### config.mk
export PLATFORM = sky130hd
export DESIGN_NAME = uart_temp_tx_sched
export DESIGN_NICKNAME = d
export VERILOG_FILES = /design/src/rtl/uart_temp_pkg.sv /design/src/rtl/uart_temp_tx_sched_rr_arb.sv /design/src/rtl/uart_temp_tx_sched.sv
export SDC_FILE = /design/constraint.sdc
export NUM_CORES = 1
export LEC_CHECK = 0
export CAP_MARGIN = 20
export CORE_MARGIN = 2
export CORE_UTILIZATION = 46
export CTS_CLUSTER_SIZE = 14
export DETAILED_ROUTE_END_ITERATION = 12
export PLACE_DENSITY = 0.87
export REMOVE_ABC_BUFFERS = 1
export SKIP_CTS_REPAIR_TIMING = 1
export SLEW_MARGIN = 20
export SYNTH_ARGS = -nofsm -noshare
export SYNTH_HDL_FRONTEND = slang
export SYNTH_HIERARCHICAL = 1
export SYNTH_SLANG_ARGS = --single-unit
### constraint.sdc
create_clock -name clk -period 5.3 [get_ports clk]
set_input_delay 0.53 -clock clk [delete_from_list [all_inputs] [get_ports clk]]
set_output_delay 0.53 -clock clk [all_outputs]
set_load 0.02 [all_outputs]
### src/rtl/uart_temp_pkg.sv
// Shared ASCII constants, frame state encoding and nibble-to-hex helper for the temperature UART scheduler.
package uart_temp_pkg;

    localparam logic [7:0] ASCII_0     = 8'h30;
    localparam logic [7:0] ASCII_A     = 8'h41;
    localparam logic [7:0] ASCII_COLON = 8'h3A;
    localparam logic [7:0] ASCII_CR    = 8'h0D;
    localparam logic [7:0] ASCII_LF    = 8'h0A;

    localparam int unsigned STATE_W = 3;

    typedef enum logic [STATE_W-1:0] {
        ST_IDLE     = 3'd0,
        ST_SEND_ID  = 3'd1,
        ST_SEND_SEP = 3'd2,
        ST_SEND_HEX = 3'd3,
        ST_SEND_CR  = 3'd4,
        ST_SEND_LF  = 3'd5
    } frame_state_t;

    // Uppercase hex digit for one nibble.
    function automatic logic [7:0] nib2ascii(input logic [3:0] nib);
        if (nib < 4'd10) begin
            return ASCII_0 + {4'h0, nib};
        end
        return ASCII_A + ({4'h0, nib} - 8'd10);
    endfunction

endpackage

### src/rtl/uart_temp_tx_sched_rr_arb.sv
// Combinational round-robin arbiter: first requester after last_grant, wrapping.
module uart_temp_rr_arb
    import uart_temp_pkg::*;
#(
    parameter int unsigned NUM_CH = 4,
    localparam int unsigned CH_W  = (NUM_CH > 1) ? $clog2(NUM_CH) : 1
) (
    input  logic [NUM_CH-1:0] req,
    input  logic [CH_W-1:0]   last_grant,
    output logic [NUM_CH-1:0] gnt_onehot,
    output logic [CH_W-1:0]   gnt_idx,
    output logic              any
);

    // Scan offsets 1..NUM_CH from the pointer; the first hit wins.
    always_comb begin
        gnt_onehot = '0;
        gnt_idx    = '0;
        any        = 1'b0;
        for (int unsigned off = 1; off <= NUM_CH; off++) begin
            for (int unsigned k = 0; k < NUM_CH; k++) begin
                if (!any && req[k] && (((32'(last_grant) + off) % NUM_CH) == k)) begin
                    any           = 1'b1;
                    gnt_idx       = CH_W'(k);
                    gnt_onehot[k] = 1'b1;
                end
            end
        end
    end

endmodule

### src/rtl/uart_temp_tx_sched.sv
// Round-robin scheduler that frames each granted channel count as "<id>:<hex>\r\n" onto a byte UART.
module uart_temp_tx_sched
    import uart_temp_pkg::*;
#(
    parameter int unsigned NUM_CH      = 4,
    parameter int unsigned COUNT_WIDTH = 32,
    localparam int unsigned CH_W       = (NUM_CH > 1) ? $clog2(NUM_CH) : 1
) (
    input  logic                          clk,
    input  logic                          reset,
    input  logic [NUM_CH-1:0]             ch_valid_i,
    input  logic [NUM_CH*COUNT_WIDTH-1:0] ch_count_i,
    output logic [NUM_CH-1:0]             ch_ready_o,
    output logic [7:0]                    tx_byte_o,
    output logic                          tx_valid_o,
    input  logic                          tx_ready_i,
    output logic                          busy_o,
    output logic [CH_W-1:0]               active_ch_o
);

    localparam int unsigned HEX_DIGITS = COUNT_WIDTH / 4;
    localparam int unsigned NIB_W      = (HEX_DIGITS > 1) ? $clog2(HEX_DIGITS) : 1;

    frame_state_t           state_q, state_d;
    logic [CH_W-1:0]        last_grant_q, last_grant_d;
    logic [COUNT_WIDTH-1:0] count_q, count_d;
    logic [NIB_W-1:0]       nib_q, nib_d;
    logic [NUM_CH-1:0]      ch_ready_q, ch_ready_d;
    logic [7:0]             tx_byte_q, tx_byte_d;
    logic                   tx_valid_q, tx_valid_d;
    logic                   busy_q, busy_d;
    logic [CH_W-1:0]        active_ch_q, active_ch_d;

    logic [NUM_CH-1:0]      gnt_onehot;
    logic [CH_W-1:0]        gnt_idx;
    logic                   gnt_any;
    logic [COUNT_WIDTH-1:0] gnt_count;
    logic                   xfer;
    logic [7:0]             top_hex;

    uart_temp_rr_arb #(
        .NUM_CH (NUM_CH)
    ) u_arb (
        .req        (ch_valid_i),
        .last_grant (last_grant_q),
        .gnt_onehot (gnt_onehot),
        .gnt_idx    (gnt_idx),
        .any        (gnt_any)
    );

    // Mux the granted channel's count using the one-hot grant.
    always_comb begin
        gnt_count = '0;
        for (int unsigned k = 0; k < NUM_CH; k++) begin
            gnt_count = gnt_count | (ch_count_i[k*COUNT_WIDTH +: COUNT_WIDTH] & {COUNT_WIDTH{gnt_onehot[k]}});
        end
    end

    assign xfer    = tx_valid_q & tx_ready_i;
    // The latched count is shifted left per digit, so the next digit is always the top nibble.
    assign top_hex = nib2ascii(count_q[COUNT_WIDTH-1 -: 4]);

    // Next-state and output-register logic; the next byte is loaded on each transfer edge.
    always_comb begin
        state_d      = state_q;
        last_grant_d = last_grant_q;
        count_d      = count_q;
        nib_d        = nib_q;
        ch_ready_d   = '0;
        tx_byte_d    = tx_byte_q;
        tx_valid_d   = tx_valid_q;
        busy_d       = busy_q;
        active_ch_d  = active_ch_q;

        case (state_q)
            ST_IDLE: begin
                if (gnt_any) begin
                    ch_ready_d   = gnt_onehot;
                    count_d      = gnt_count;
                    last_grant_d = gnt_idx;
                    active_ch_d  = gnt_idx;
                    busy_d       = 1'b1;
                    state_d      = ST_SEND_ID;
                end
            end
            ST_SEND_ID: begin
                if (!tx_valid_q) begin
                    tx_valid_d = 1'b1;
                    tx_byte_d  = ASCII_0 + 8'(active_ch_q);
                end else if (xfer) begin
                    tx_byte_d = ASCII_COLON;
                    state_d   = ST_SEND_SEP;
                end
            end
            ST_SEND_SEP: begin
                if (xfer) begin
                    tx_byte_d = top_hex;
                    count_d   = COUNT_WIDTH'(count_q << 4);
                    nib_d     = '0;
                    state_d   = ST_SEND_HEX;
                end
            end
            ST_SEND_HEX: begin
                if (xfer) begin
                    if (nib_q == NIB_W'(HEX_DIGITS - 1)) begin
                        tx_byte_d = ASCII_CR;
                        state_d   = ST_SEND_CR;
                    end else begin
                        tx_byte_d = top_hex;
                        count_d   = COUNT_WIDTH'(count_q << 4);
                        nib_d     = nib_q + NIB_W'(1);
                    end
                end
            end
            ST_SEND_CR: begin
                if (xfer) begin
                    tx_byte_d = ASCII_LF;
                    state_d   = ST_SEND_LF;
                end
            end
            ST_SEND_LF: begin
                if (xfer) begin
                    tx_byte_d  = 8'h00;
                    tx_valid_d = 1'b0;
                    busy_d     = 1'b0;
                    state_d    = ST_IDLE;
                end
            end
            default: begin
                state_d = ST_IDLE;
            end
        endcase
    end

    // State and output registers with synchronous reset.
    always_ff @(posedge clk) begin
        if (reset) begin
            state_q      <= ST_IDLE;
            last_grant_q <= CH_W'(NUM_CH - 1);
            count_q      <= '0;
            nib_q        <= '0;
            ch_ready_q   <= '0;
            tx_byte_q    <= 8'h00;
            tx_valid_q   <= 1'b0;
            busy_q       <= 1'b0;
            active_ch_q  <= '0;
        end else begin
            state_q      <= state_d;
            last_grant_q <= last_grant_d;
            count_q      <= count_d;
            nib_q        <= nib_d;
            ch_ready_q   <= ch_ready_d;
            tx_byte_q    <= tx_byte_d;
            tx_valid_q   <= tx_valid_d;
            busy_q       <= busy_d;
            active_ch_q  <= active_ch_d;
        end
    end

    assign ch_ready_o  = ch_ready_q;
    assign tx_byte_o   = tx_byte_q;
    assign tx_valid_o  = tx_valid_q;
    assign busy_o      = busy_q;
    assign active_ch_o = active_ch_q;

endmodule

# After elaboration in Yosys (flattened, before gate mapping)
# Cells that the tools add are included.
# totals
out_inout_bits	16
word_cells	199
regBits	56
# classes
n_lt_le_gt_ge	1
reduce_logical	64
bitwise	10
eq_ne	28
n_mux	78
add_sub_neg	9
# op_table
cell	n
$and A32 B32 Y32	4
$logic_not A32 Y1	4
$mux W32	4
$or A32 B32 Y32	3
$pmux W32 S3	1
$mux W8	9
$pmux W8 S5	1
$mux W1	35
$logic_and A1 B1 Y1	31
$mux W3	10
$mux W2	14
$ne A2 B2 Y1 const B	9
$pmux W3 S6	1
$eq A2 B2 Y1 const B	8
$logic_not A1 Y1	15
$eq A3 B3 Y1 const B	3
$add A7 B8 Y8 const A	1
$eq A2 B1 Y1 const B	4
$reduce_and A8 Y1	1
$add A6 B2 Y7 const A	1
$add A6 B4 Y7 const A	1
$eq A3 B2 Y1 const B	2
$pmux W3 S2	1
$reduce_and A6 Y1	1
other kinds (19)	26

# Longest topological paths before layout
# depth
ltp_word	68
depth_mapped	10

# Cells and area by module
# Netlist, hierarchy kept.
# by_module_without_submodules
module	seq_area_each_um2	cells_per_inst	area_per_inst_um2	instances
uart_temp_tx_sched	1101.1	376	3191.8	1
uart_temp_rr_arb	0.0	24	151.4	1

# Worst setup path after synthesis
# OpenSTA, ideal clock, no wires.
# synth_path
kind	reg2reg
from	register nib_q[0]
to	register count_q[12]
arrival_ps	1827
path_stages_with_launch	8
n_path_buf	1
period_less_slack_ps	1943
setup_slack_ps	3357
path_cell_list	dfxtp_1 ha_1 ha_1 nand4b_1 a31oi_4 nor2_4 buf_6 a22o_4
# synth_between
elab_chain_len	3
# synth_rtl
item	line_no	source
from (decl)	uart_temp_tx_sched.sv:27	logic [NIB_W-1:0] nib_q, nib_d;
from (signal assigned)	uart_temp_tx_sched.sv:151	nib_q <= nib_d;
$eq A3 B3 Y1	uart_temp_tx_sched.sv:105	if (nib_q == NIB_W'(HEX_DIGITS - 1)) begin
$ne A2 B2 Y1 (no source line)	--	
$reduce_and A5 Y1 (no source line)	--	
to (signal assigned)	uart_temp_tx_sched.sv:150	count_q <= count_d;
to (decl)	uart_temp_tx_sched.sv:26	logic [COUNT_WIDTH-1:0] count_q, count_d;
# No other way between the ends.
# A chain may end at the register's enable or synchronous reset.

# Final worst setup path
# layout_path
from	input port ch_valid_i[3]
to	register count_q[8]
# layout_between
elab_cells_between_ends	75
# layout_rtl
item	line_no	source
from (decl)	uart_temp_tx_sched.sv:11	input logic [NUM_CH-1:0] ch_valid_i,
$logic_and A1 B1 Y1 (2 in a row)	uart_temp_tx_sched_rr_arb.sv:22	if (!any && req[k] && (((32'(last_grant) + off) % NUM_CH) == k)) begin
$mux W1	uart_temp_tx_sched_rr_arb.sv:22	
$logic_not A1 Y1	uart_temp_tx_sched_rr_arb.sv:22	
$logic_and A1 B1 Y1 (2 in a row)	uart_temp_tx_sched_rr_arb.sv:22	
$mux W1	uart_temp_tx_sched_rr_arb.sv:22	
$logic_not A1 Y1	uart_temp_tx_sched_rr_arb.sv:22	
$logic_and A1 B1 Y1 (2 in a row)	uart_temp_tx_sched_rr_arb.sv:22	
$mux W1	uart_temp_tx_sched_rr_arb.sv:22	
(+33 left out)	--	
$logic_and A1 B1 Y1 (2 in a row)	uart_temp_tx_sched_rr_arb.sv:22	
$mux W1	uart_temp_tx_sched_rr_arb.sv:22	
$logic_not A1 Y1	uart_temp_tx_sched_rr_arb.sv:22	
$logic_and A1 B1 Y1 (2 in a row)	uart_temp_tx_sched_rr_arb.sv:22	
$mux W1 (*)	uart_temp_tx_sched_rr_arb.sv:22	
named net gnt_any	uart_temp_tx_sched.sv:36	logic gnt_any;
$ne A2 B2 Y1 (no source line) (*)	--	
$reduce_and A5 Y1 (no source line) (*)	--	
# The timed path passes the listed nets; every way through them passes the cells marked *. The select of a mux whose other input is x is not followed.

==> metrics.csv <==
stage,metric,value,unit
cells_and_area,utilization,68.79,%
clock_network,cts_made_buffers,5,
timing,final_max_slew_viol_count,0,
yosys,yosys_register_bits,55,
pwr,power,1.160,mW
placed_design,placed_area,4793,um^2
global_route,grt_pass1_wl,15.39,mm
worst_hold_path,hold_depth,2,
worst_hold_path,hold_path_end,nib_q[2],
timing,relSlewSlack,28.89,%
timing,finalCritPeriodShare,47.31,%
yosys,synthFlopType,dfxtp_1,
floorplan,die_y,89.25,um
clock_network,cts_sinks,55,
critical_path,r2r_start,nib_q[0],
critical_path,critPathTopFamily,simple AND/OR/NAND/NOR gates,
critical_path,cp_cell_sequence,clkdlybuf4s50_1 -> nor2_1 -> nand2_1 -> or3b_4 -> a31oi_4 -> nor2_4 -> a22o_1,
detailed_routing,dr_total_vias,3654,
clock_network,cts_tree,yes,
critical_path,slowest_delay,0.58,ns
timing,rsz0062_at_grt,no,
clock_network,clk_pin_slew,0.10,ns
global_route,antenna_found_initial,0,
cells_and_area,diodes,0,
floorplan,dieArea,7966,um^2
global_route,grt_max_degree,65,
critical_path,rrSetupSlack,3.12,ns
timing,finalClockSkew,0.009776,ns
cells_and_area,finalNetCount,660,
status,outcome,"complete, no violations",
detailed_routing,drt-total-wl,9.951,mm
critical_path,start_kind,input port,
critical_path,slowest_stage,nor2_4,
floorplan,placementRows,31,
timing,worstMarginPinSlew,1.063,ns
pwr,pwr_density_cell,236.2,nW/um^2
placed_design,hpwlAfterDp,7.390,mm
pwr,peakVddDrop,0.0001184,V
detailed_routing,postRouteAntennaNets,0,
timing,max_freq,0.3988,GHz
cells_and_area,drive_gt1_share,4.423,%
clock_network,clkLatencyLatePin,0.31,ns
detailed_routing,drc,0,
critical_path,reg2regPathDepth,6,
worst_hold_path,min_from,nib_q[2],
timing,setup_viol,0,
global_route,grt_pass1_vias,3479,
placed_design,io_buffers,149,
clock_network,cts.path.max_buffers,2,
detailed_routing,wl_per_cell,16.08,um
critical_path,startpoint,ch_valid_i[3],
global_route,overflow,0,
floorplan,die_x,89.25,um
yosys,synthesis.area,3343,um^2
yosys,synthCells,400,
pwr,p_leak,1.831,nW
detailed_routing,drt-pass1-iter-count,5,
critical_path,critPathMaxFanout,28,
cells_and_area,synthToLayoutAreaGrowth,46.86,%
floorplan,fp.coreArea,7137,um^2
yosys,synth_cell_types,53,
yosys,synth_seq_area_share,32.93,%
detailed_routing,first_iter_violations,141,
critical_path,critPathKind,in -> reg,
critical_path,path_depth,7,
floorplan,ioPinCount,151,
critical_path,endpoint_kind,flop,
worst_hold_path,min_path_type,reg -> reg,
detailed_routing,via_per_inst,5.903,
yosys,synth_area_per_cell,8.358,um^2
cells_and_area,fin_area,4910,um^2
yosys,synth_edf_count,0,
timing,timing.final.crit_period,2.508,ns
placed_design,gp_congestion,0.7881,
clock_network,cts-root-buf,clkbuf_8,
critical_path,worstPathRequired,5.55,ns
clock_network,htreeDepth,2,
yosys,yosysWarningCount,6,
timing,fin_setup_tns,0,ns
yosys,ys_async_sr_fraction,0,%
timing,hold_viol_final,0,
critical_path,worstPathArrival,2.76,ns
critical_path,r2r-end,count_q[12],
flow_run,maxCapViolations,0,
floorplan,start_util,46.84,%
critical_path,path_buf_inv,1,
global_route,grtUsageTotal,24.24,%
==> cell usage after synthesis, types with 2 or more instances <==
library cell / n / share of area, %
ha_1: 6 / 2.2
clkbuf_1: 23 / 2.6
o211ai_1: 2 / 0.45
buf_6: 4 / 1.3
a22o_4: 2 / 1.0
o21ai_0: 6 / 0.90
inv_1: 7 / 0.79
o32ai_1: 2 / 0.52
buf_1: 2 / 0.22
nand4_1: 2 / 0.37
nand4b_1: 3 / 0.79
and3_1: 2 / 0.37
buf_2: 9 / 1.3
o221a_2: 2 / 0.67
a22oi_1: 64 / 14
a31oi_1: 30 / 5.6
a22o_1: 26 / 6.8
nor2b_1: 3 / 0.56
xor2_1: 3 / 0.79
dfxtp_1: 55 / 33
nand2b_1: 9 / 1.7
nand3_1: 6 / 0.90
nand2_1: 16 / 1.8
mux2i_1: 5 / 1.5
nor3_1: 8 / 1.2
a211oi_1: 3 / 0.67
a211o_1: 4 / 1.0
nor2_1: 42 / 4.7
and2_1: 6 / 1.1
o22ai_1: 3 / 0.56
a21oi_1: 23 / 3.4
==> how the worst max path moves through the flow <==
| stage | end | slack [ns] |
|---|---|---|
| 2_1_floorplan | count_q[12] | 2.67 |
| 5_1_grt | count_q[0] | 2.63 |
| 6_report | count_q[8] | 2.79 |
| 3_5_place_dp | count_q[8] | 2.51 |
| 4_1_cts | tx_byte_o[0] | 2.74 |
| 3_3_place_gp | count_q[12] | 2.59 |
==> area by class of cell <==
type,instances,area (um^2)
Fill cell,620,2227
Multi-Input combinational cell,298,2033
Timing Repair Buffer,152,1514
Sequential cell,55,1101
Tap cell,99,123.9
Clock buffer,6,72.57
Clock inverter,2,38.79
Inverter,7,26.28
==> where the power goes <==
part           total (mW)  switching [mW]  leakage (nW)  internal [mW]
Sequential          0.490          0.0347         0.452          0.455
Clock               0.281           0.138        0.0558          0.143
Combinational       0.388           0.175          1.32          0.214
Total                1.16           0.348          1.83          0.812
==> layer usage <==
metal / vias up / wire length [um] / global-route usage, %
li1: 1784 / - / -
met1: 1725 / 4027 / 27.89
met2: 136 / 5267 / 46.33
met3: 9 / 556 / 3.878
met4: 0 / 99 / 5.970
met5: - / 0 / 0
==> through the flow <==
step	hold WS, ns	std cells	worst slack, ns
floorplan	0.4295	360	2.666
finish	0.4663	619	2.792
detailed placement	0.4505	611	2.513
global placement	0.4439	611	2.591
global route	0.4896	619	2.634
CTS	0.4648	619	2.745
==> tightest hold or removal path: stages, from the launching register on <==
cell	delay (ns)
dfxtp_1	0.33
nand2_1	0.05
a21oi_1	0.05
==> flip-flops by register name, indices dropped and copies added, names as in the netlist <==
name	flops
active_ch_o	2
busy_o	1
tx_valid_o	1
nib_q	3
last_grant_q	2
tx_byte_o	7
count_q	32
state_q	3
ch_ready_o	4
==> cell usage in the layout, fill, tap and decap left out, types with 7 or more instances in the layout <==
cell	count
clkdlybuf4s50_1	149
a22oi_1	64
dfxtp_1	55
nor2_1	42
a31oi_1	30
a22o_1	26
a21oi_1	23
nand2_1	16
nand2b_1	8
nor3_1	8
inv_1	7
==> cells by family (layout without fill, tap and decap cells) <==
logic type,count (synthesis),after routing,synth area share [%]
AO/OA/AOI/OAI,179,179,40.31
AND/OR/NAND/NOR,102,102,14.90
flip-flops,55,55,32.93
buffers and inverters,47,167,6.662
adder cells (fa/ha/maj),7,7,2.545
multiplexers,5,5,1.497
XOR/XNOR,4,4,1.048
other,1,1,0.1122
(Power assumes the default switching activity.)
